<file path="src/rtl/fetch_unit_pkg.sv">
// fetch_unit_pkg: shared fetch-stage state type and default widths for imem and top level
package fetch_unit_pkg;
   typedef enum logic [1:0] {IDLE, RUN, HALTED} fetch_state_t;
   localparam int DEF_PC_W  = 10;
   localparam int DEF_OFF_W = 7;
   localparam int DEF_CNT_W = 16;
endpackage

</file>
<file path="src/rtl/fetch_unit.sv">
// fetch_unit: program counter, imem addressing and run/halt sequencing for the ARK core
module fetch_unit
   import fetch_unit_pkg::*;
#(
   parameter int PC_W  = DEF_PC_W,
   parameter int OFF_W = DEF_OFF_W,
   parameter int CNT_W = DEF_CNT_W
) (
   input  logic             CLK,
   input  logic             reset,
   input  logic             start,
   input  logic [PC_W-1:0]  start_addr,
   input  logic             branch,
   input  logic             halt,
   input  logic             cond_flag,
   input  logic [OFF_W-1:0] branch_off,
   output logic [PC_W-1:0]  imem_addr,
   output logic [PC_W-1:0]  pc,
   output logic             fetch_valid,
   output logic             done,
   output logic [CNT_W-1:0] instr_count
);
   fetch_state_t state;
   logic [PC_W-1:0] step;
   logic [PC_W-1:0] next_pc;
   // taken branch adds the sign-extended offset, otherwise advance by one; wraps modulo 2**PC_W
   always_comb begin
      step    = (branch && cond_flag) ? PC_W'(signed'(branch_off)) : PC_W'(1);
      next_pc = pc + step;
   end
   assign imem_addr   = pc;
   assign fetch_valid = (state == RUN);
   // run/halt sequencer with pc and saturating retired-instruction counter
   always_ff @(posedge CLK) begin
      if (reset) begin
         state       <= IDLE;
         pc          <= '0;
         done        <= 1'b0;
         instr_count <= '0;
      end else begin
         case (state)
            RUN: begin
               if (instr_count != '1) instr_count <= instr_count + CNT_W'(1);
               if (halt) begin
                  state <= HALTED;
                  done  <= 1'b1;
               end else pc <= next_pc;
            end
            IDLE, HALTED: if (start) begin
               state       <= RUN;
               pc          <= start_addr;
               instr_count <= '0;
               done        <= 1'b0;
            end
            default: state <= IDLE;
         endcase
      end
   end
endmodule

</file>
<file path="config.mk">
export PLATFORM = sky130hd
export DESIGN_NAME = fetch_unit
export DESIGN_NICKNAME = d
export VERILOG_FILES = /design/src/rtl/fetch_unit_pkg.sv /design/src/rtl/fetch_unit.sv
export SDC_FILE = /design/constraint.sdc
export NUM_CORES = 1
export LEC_CHECK = 0
export BUFFER_PORTS_ARGS = -buffer_cell sky130_fd_sc_hd__buf_4
export CAP_MARGIN = 0
export CORE_MARGIN = 2
export CORE_UTILIZATION = 30
export CTS_CLUSTER_DIAMETER = 30
export DETAILED_ROUTE_END_ITERATION = 12
export HOLD_SLACK_MARGIN = 0.02
export PLACE_DENSITY_LB_ADDON = 0.25
export SLEW_MARGIN = 30
export SYNTH_ARGS = -nofsm -noshare
export SYNTH_HDL_FRONTEND = slang
export SYNTH_SLANG_ARGS = --single-unit
</file>
<file path="constraint.sdc">
create_clock -name CLK -period 2.4 [get_ports CLK]
set_input_delay 0.48 -clock CLK [delete_from_list [all_inputs] [get_ports CLK]]
set_output_delay 0.48 -clock CLK [all_outputs]
set_load 0.01 [all_outputs]
</file>
# Word-level counts from Yosys, hierarchy flattened
# Cells that the tools add are included.
# totals
regBits	29
inputBits	23
output_inout_bits	38
# op_classes
addsub	2
eq_ne	7
muxes	13
n_reduce_logical	8
# op_table
cell	n
16-bit two-way mux	2
16-bit one-hot mux with 2 select lines	1
10-bit two-way mux	3
10-bit one-hot mux with 2 select lines	1
16-bit by 1-bit adder with 16-bit output, second input constant	1
16-bit inequality test, second input constant	1
10-bit adder	1
3-bit AND reduction	3
2-bit inequality test, second input constant	3
2-bit two-way mux	2
2-bit one-hot mux with 2 select lines	1
2-bit by 1-bit equality test with 1-bit output, second input constant	1
2-bit equality test, second input constant	1
2-bit logical NOT	1
1-bit two-way mux	2
2-bit by 1-bit inequality test with 1-bit output, second input constant	1
1-bit one-hot mux with 2 select lines	1
2-bit AND reduction	1
2-bit nonzero test	1
2-bit OR reduction	1
1-bit logical AND	1

# Depth between registers and ports, before layout
# Gate-level depths: netlist of run 1.
# logic_depth
ltp_word	5
mapped_depth	8
ltp_nobuf	8

# Least setup slack after synthesis of run 1
# No wires, ideal clock.
# synth_timing
kind	input to register
start	input branch_off[0]
end	register pc[8], in the netlist imem_addr[8]
setup_time_ps	101
t_arrival_ps	2247
required_ps	2299
path_slack_ps	52
path_stages	8
path_buffers	0
path_cell_list	nand3b_1 ha_1 fa_1 a211oi_1 nor2_1 a221oi_1 xor2_1 o41ai_1
# synth_via
elab_chain_len	4
# synth_lines
element	line_no	text
start, declared	fetch_unit.sv:16	input logic [OFF_W-1:0] branch_off,
10-bit two-way mux	fetch_unit.sv:28	step = (branch && cond_flag) ? PC_W'(signed'(branch_off)) : PC_W'(1);
10-bit adder	fetch_unit.sv:29	next_pc = pc + step;
10-bit two-way mux	fetch_unit.sv:44	if (halt) begin
10-bit one-hot mux with 2 select lines	fetch_unit.sv:41	case (state)
end signal, assigned	fetch_unit.sv:47	end else pc <= next_pc;
end signal, assigned	fetch_unit.sv:51	pc <= start_addr;
end, declared	fetch_unit.sv:18	output logic [PC_W-1:0] pc,
# No other way between the ends. The select of a mux whose other input is x is not followed.
# A chain may end at the register's enable or synchronous reset.

# Worst setup path in the final report of run 1
# Ends and elaborated chain as after synthesis.

==> key figures, run 1 <==
Status
  • Status: finished, final reports clean

Layout
  • Area grow syn2layout: 34.6%
  • Fraction of layout cells with a size suffix above 1: 31.5%
  • Final non-filler cell total: 385
  • # diodes: 0
  • Nets: 341

Power and ir drop
  • Flop pwr share: 36.1%
  • Final Total Pwr: 0.00148 W
  • Switch Pwr: 0.000402 W
  • VDD IR max: 235 uV
  • Leakage: 1.20 nW
  • Combinational share of power: 21.9%
  • PwrDens: 543 mW/mm^2
  • Sw Ratio: 27.2%
  • Int Power: 0.00108 W
  • Clock power frac: 42.1%

Critical path
  • Critical Path Fanout Max: 2
  • Crit start category: primary input
  • CP endpoint kind: register
  • Reg2reg start: imem_addr[0]
  • Critical path's largest stage delay: 0.40 ns
  • Worst setup startpoint: branch_off[0]
  • Critical R2R Capture: imem_addr[8]
  • R2R cell count: 7
  • Critical path arrival: 2.40 ns
  • Critical path's slowest cell: fa_1
  • Crit Path Class: primary input to register
  • Data required, critical path: 2.59 ns
  • Worst reg-to-reg setup slack: 0.27 ns
  • Worst path cell trace: buf_4, nand3b_1, ha_1, fa_1, a211oi_2, nor2_1, a221oi_1, xor2_1, o41ai_1
  • Setup crit end: imem_addr[8]

Timing
  • Worst-Margin Slew: 0.577 ns
  • Max Freq: 0.452 GHz
  • Crit path time final: 2.21 ns
  • Slew margin rel.: 61.4%
  • Fin crit share: 92.2%
  • # setup viols final: 0
  • Final Hold Viols: 0
  • Final Max Slew Viols: 0
  • RSZ-0062 raised after global routing: no
  • Skew final: 0.00523 ns

Clock network
  • CTS Hold Bufs: 0
  • Clock-pin slew on the worst setup and hold paths: 0.07 ns
  • Root Buffer: clkbuf_8
  • Sink Count: 29
  • TritonCTS Buffers: 5
  • Clock latency on the worst-skew pair: 0.29 ns
  • Clock Path Buffers: 2
  • CTS tree: done
  • H-tree Lvls: 2

Yosys
  • Post-synthesis sequential area ratio: 28.7%
  • Synth async-reset ratio: 0%
  • Number of synthesized flops with an enable pin: 0
  • Post-Syn Instances: 239
  • Netlist cell types: 51
  • Synth Net Count: 273
  • Main synth FF type: dfxtp_1
  • Mean post-synth cell area: 8.46 sq um
  • Synth Register Bits: 29
  • Mapped Area: 0.00202 sq mm
  • Synthesis Warnings: 0

GRT
  • Gr usage total: 15.2%
  • Gr ovfl total: 0
  • Initial antenna violation count: 0
  • First-pass GRT wire length: 9.00 mm
  • Vias in the first global route: 1895
  • Largest net degree at the start of global routing: 17

Floorplanning
  • Horiz. Die Dim: 86.1 um
  • Die Y: 86.1 um
  • I/O pin cnt: 61
  • # rows: 29
  • Initial Util: 31.5%
  • Die area: 0.00741 sq mm
  • Core box area: 0.00642 sq mm

Routing
  • Wire per inst: 14.5 um
  • Total Wirelength: 5.58 mm
  • Vias per inst: 5.19
  • Post-route ant nets: 0
  • DR iter-0 viols: 74
  • Final routed DRC violation total: 0
  • DR vias: 1997
  • Initial DRT Pass Iterations: 4

Place
  • Routability cong.: 0.878
  • Hpwl dp: 4.30 mm
  • Placed Cells: 377
  • IO buf count: 60

Hold path
  • HP Class: primary input to register

Run
  • Max_cap viols: 0
## Yosys cell counts, drive strengths merged, types with 4 or more instances
master   number  area share (%)
a211oi        9             3.3
and3          9             2.8
xnor2         7             3.0
nand2b        4             2.0
o2111ai       4             1.7
nor2b         4             1.2
a21oi        17             4.2
o211ai        7             2.6
nand4         5             2.6
o21a          4             1.5
nor2         29             5.4
nand3         5             1.2
and4          5             2.3
nand2        12             2.2
buf          13             5.1
nor3          7             1.7
ha           10             6.2
xor2          9             3.9
a21o          4             1.5
o21ai        11             2.7
inv           6             1.2
or3           4             1.2
dfxtp        29              29
## critical path, delay by kind of cell
family,cells,cell delay (ns)
AOI/OAI and AO/OA,3,0.84
xor gates and xnor gates,1,0.11
adders and majority gates,2,0.61
buffers and inverters,1,0.10
and+or+nand+nor,2,0.26
## power groups by stage
stage,sequential [W],clock [W],combinational (W)
floorplan,0.000541,0,0.000192
global placement,0.000542,0,0.000320
detailed placement,0.000543,0,0.000322
CTS,0.000532,0.000632,0.000323
global route,0.000536,0.000660,0.000354
finish,0.000533,0.000621,0.000323
## area by class of cell
type | instances | area [sq um]
multi-input combinational | 188 | 1310
clock inverter | 3 | 65.1
tap | 77 | 96.3
fill | 633 | 3700
sequential | 29 | 581
inverter | 6 | 25.0
clock buffer | 5 | 68.8
timing repair buffer | 77 | 578
## cell families after synthesis
family                     share of synthesized area [%]
AOI/OAI and AO/OA                                   23.8
xor gates and xnor gates                            6.93
adders and majority gates                           7.18
buffers and inverters                               6.87
DFF                                                 28.7
muxes                                               2.04
and+or+nand+nor                                     24.4
## per-stage QoR
step	TNS [ns]	utilization [%]	hold WS (ns)	instance area, sq um	setup slack (ns)
after CTS	0	42.3	0.448	2720	0.114
final	0	42.4	0.461	2720	0.187
after detailed placement	-0.327	40.2	0.469	2580	-0.202
after global routing	0	42.4	0.469	2720	0.0341
after global placement	-0.252	40.2	0.464	2580	-0.156
after floorplan	0	-	0.502	2020	0.0517
## cell usage in the layout (no fill, tap or decap), drive strengths merged, types with 2 or more instances in the layout
master   Yosys  routed
a211oi       9       9
a21o         4       4
a21oi       17      17
a31oi        2       2
and3         9       9
and4         5       5
buf         13      77
bufinv       0       2
clkbuf       3       5
dfxtp       29      29
ha          10      10
inv          6       6
mux2i        3       3
nand2       12      12
nand2b       4       4
nand3        5       5
nand4        5       5
nor2        29      29
nor2b        4       4
nor3         7       7
o2111ai      4       4
o211ai       7       7
o21a         4       4
o21ai       11      11
o31ai        2       2
or3          4       4
xnor2        7       7
xor2         9       9
## flip-flops by register name, summed over array words and instances, names as in the netlist
register / count
done: 1
instr_count: 16
imem_addr: 10
state: 2
## per-layer routing
| metal | vias up | GRT usage, % | part of all wire, % |
|---|---|---|---|
| met5 | - | 0 | 0 |
| met4 | 0 | 5.63 | 1.1 |
| met3 | 6 | 2.89 | 4.7 |
| met2 | 54 | 22.9 | 43 |
| met1 | 914 | 21.5 | 51 |
| li1 | 1023 | - | - |
## what timing repair did
action | in CTS | in global routing
setup buffers | 0 | 0
gates resized for setup | 0 | 1
hold endpoints to repair | 0 | 0
endpoints found under the setup margin | 0 | 1
## worst min path at each step
stage / start / endpoint / slack [ns] / cells past startpoint
after CTS: halt / done / 0.45 / 3
final: halt / done / 0.46 / 3
after global placement: done / done / 0.46 / 2
after floorplan: done / done / 0.50 / 2
after detailed placement: done / done / 0.47 / 2
after global routing: reset / state[1] / 0.47 / 2
Note: power is estimated with default switching activity, not from simulation.
==> run 2, diff against run 1 <==
--- a/config.mk
+++ b/config.mk
@@ -13,7 +13,9 @@
 export DETAILED_ROUTE_END_ITERATION = 12
 export HOLD_SLACK_MARGIN = 0.02
 export PLACE_DENSITY_LB_ADDON = 0.25
+export REMOVE_ABC_BUFFERS = 1
 export SLEW_MARGIN = 30
 export SYNTH_ARGS = -nofsm -noshare
 export SYNTH_HDL_FRONTEND = slang
 export SYNTH_SLANG_ARGS = --single-unit
+export TNS_END_PERCENT = 30
==> key figures, run 2 (synthesis gave the netlist of run 1 again) <==
Place
  • Placed Instance Area: 0.00256 sq mm
  • Routability cong.: 0.825
  • Hpwl dp: 4.21 mm
  • IO buf count: 60
  • Placed Cells: 374

Hold path
  • HP Class: primary input to register

Routing
  • Total Wirelength: 5.53 mm
  • Met1 WL: 2.65 mm
  • Vias per inst: 5.25
  • WL met3: 406 um
  • DR vias: 2005
  • Initial DRT Pass Iterations: 4
  • DR iter-0 viols: 85
  • Wire per inst: 14.5 um
  • Highest routed metal layer: met4
  • Final routed DRC violation total: 0
  • Met2 WL: 2.41 mm
  • Post-route ant nets: 0

Power and ir drop
  • Leakage: 1.16 nW
  • PwrDens: 476 mW/mm^2
  • VDD IR max: 204 uV

Layout
  • # diodes: 0
  • Max reg flops: 16
  • Commonest non-fill, non-tap cell in the layout: buf_4
  • Area grow syn2layout: 31.7%
  • Fraction of layout cells with a size suffix above 1: 31.1%
  • Largest Register: instr_count
  • Nets: 338
  • Commonest cells after routing, fill and taps aside: buf_4 (74), nor2_1 (29), dfxtp_1 (29)
  • Fin area: 0.00266 sq mm
  • Final non-filler cell total: 382

Floorplanning
  • # rows: 29
  • Initial Util: 31.5%
  • I/O pin cnt: 61
  • Core box area: 0.00642 sq mm
  • Die Y: 86.1 um
  • Die area: 0.00741 sq mm
  • Horiz. Die Dim: 86.1 um

Clock network
  • Clock-pin slew on the worst setup and hold paths: 0.07 ns
  • H-tree Lvls: 2
  • Sink Count: 29
  • TritonCTS Buffers: 5
  • Post-CTS setup buffer count: 0
  • Cts repair resizes: 0
  • Clock Path Buffers: 2
  • CTS tree: done
  • Root Buffer: clkbuf_8
  • Clock latency on the worst-skew pair: 0.29 ns
  • CTS Hold Bufs: 0

GRT
  • First-pass GRT wire length: 8.92 mm
  • Vias in the first global route: 1862
  • Gr ovfl total: 0
  • Largest net degree at the start of global routing: 17
  • Initial antenna violation count: 0
  • Gr usage total: 15.1%

Critical path
  • Critical path's largest stage delay: 0.40 ns
  • Crit start category: primary input
  • Critical Path Fanout Max: 2
  • Data required, critical path: 2.59 ns
  • Crit Path Class: primary input to register
  • Buf/Inv on CP: 1
  • CP endpoint kind: register
  • Worst path cell trace: buf_4, nand3b_1, ha_1, fa_1, a211oi_2, nor2_1, a221oi_1, xor2_1, o41ai_2
  • Critical path arrival: 2.46 ns
  • Critical path's slowest cell: fa_1
  • Family with the most delay on the worst path: compound AO/OA/AOI/OAI gates

Timing
  • Slew margin rel.: 63.3%
  • Final Hold Viols: 0
  • Crit path time final: 2.27 ns
  • # setup viols final: 0
  • Max Freq: 0.440 GHz
  • Skew final: 0.00837 ns
  • RSZ-0062 raised after global routing: no
  • Final Max Slew Viols: 0
  • Fin crit share: 94.6%
  • Worst-Margin Slew: 0.549 ns

Status
  • Status: finished, final reports clean

Run
  • Max_cap viols: 0
-- run 2: final timing paths --
path	startpoint	endpoint	slack (ns)	cells past startpoint
max	branch_off[0]	imem_addr[8]	0.13	9
min	halt	state[1]	0.46	3
max reg2reg	imem_addr[0]	imem_addr[8]	0.22	7
min reg2reg	done	done	0.49	2
-- run 2: area by class of cell --
class | count | area (sq um)
multi-input cells | 188 | 1320
inverters | 6 | 25.0
flip-flops and latches | 29 | 581
fillers | 653 | 3760
well taps | 77 | 96.3
clock inverters | 3 | 22.5
clock buffers | 5 | 68.8
repair buffers | 74 | 556
-- run 2: where the power goes --
group	internal [W]	leakage [nW]	switching, W
sequential	0.000502	0.236	0.0000277
combinational	0.000156	0.884	0.000165
clock	0.000203	0.0364	0.000214
-- run 2: worst min-delay path: cells and delay by family --
| kind | cells | cell delay (ns) |
|---|---|---|
| compound gates | 1 | 0.06 |
| buf+inv | 1 | 0.10 |
| simple gates | 1 | 0.07 |
-- run 2: stage by stage --
| step | TNS (ns) | worst slack, ns | util (%) | hold slack [ns] | total power (W) |
|---|---|---|---|---|---|
| after floorplan | 0 | 0.0516 | - | 0.502 | 0.000704 |
| after CTS | 0 | 0.0921 | 41.3 | 0.453 | 0.00128 |
| final | 0 | 0.130 | 41.5 | 0.458 | 0.00127 |
| after global routing | 0 | 0.0101 | 41.5 | 0.481 | 0.00133 |
| after detailed placement | -0.246 | -0.194 | 39.9 | 0.468 | 0.000858 |
| after global placement | -0.223 | -0.150 | 39.9 | 0.453 | 0.000856 |
-- run 2: per-layer routing --
| metal | vias to the layer above | track usage (%) |
|---|---|---|
| met4 | 0 | 4.62 |
| met2 | 61 | 23.5 |
| met5 | - | 0 |
| li1 | 1017 | - |
| met3 | 6 | 4.81 |
| met1 | 921 | 20.0 |
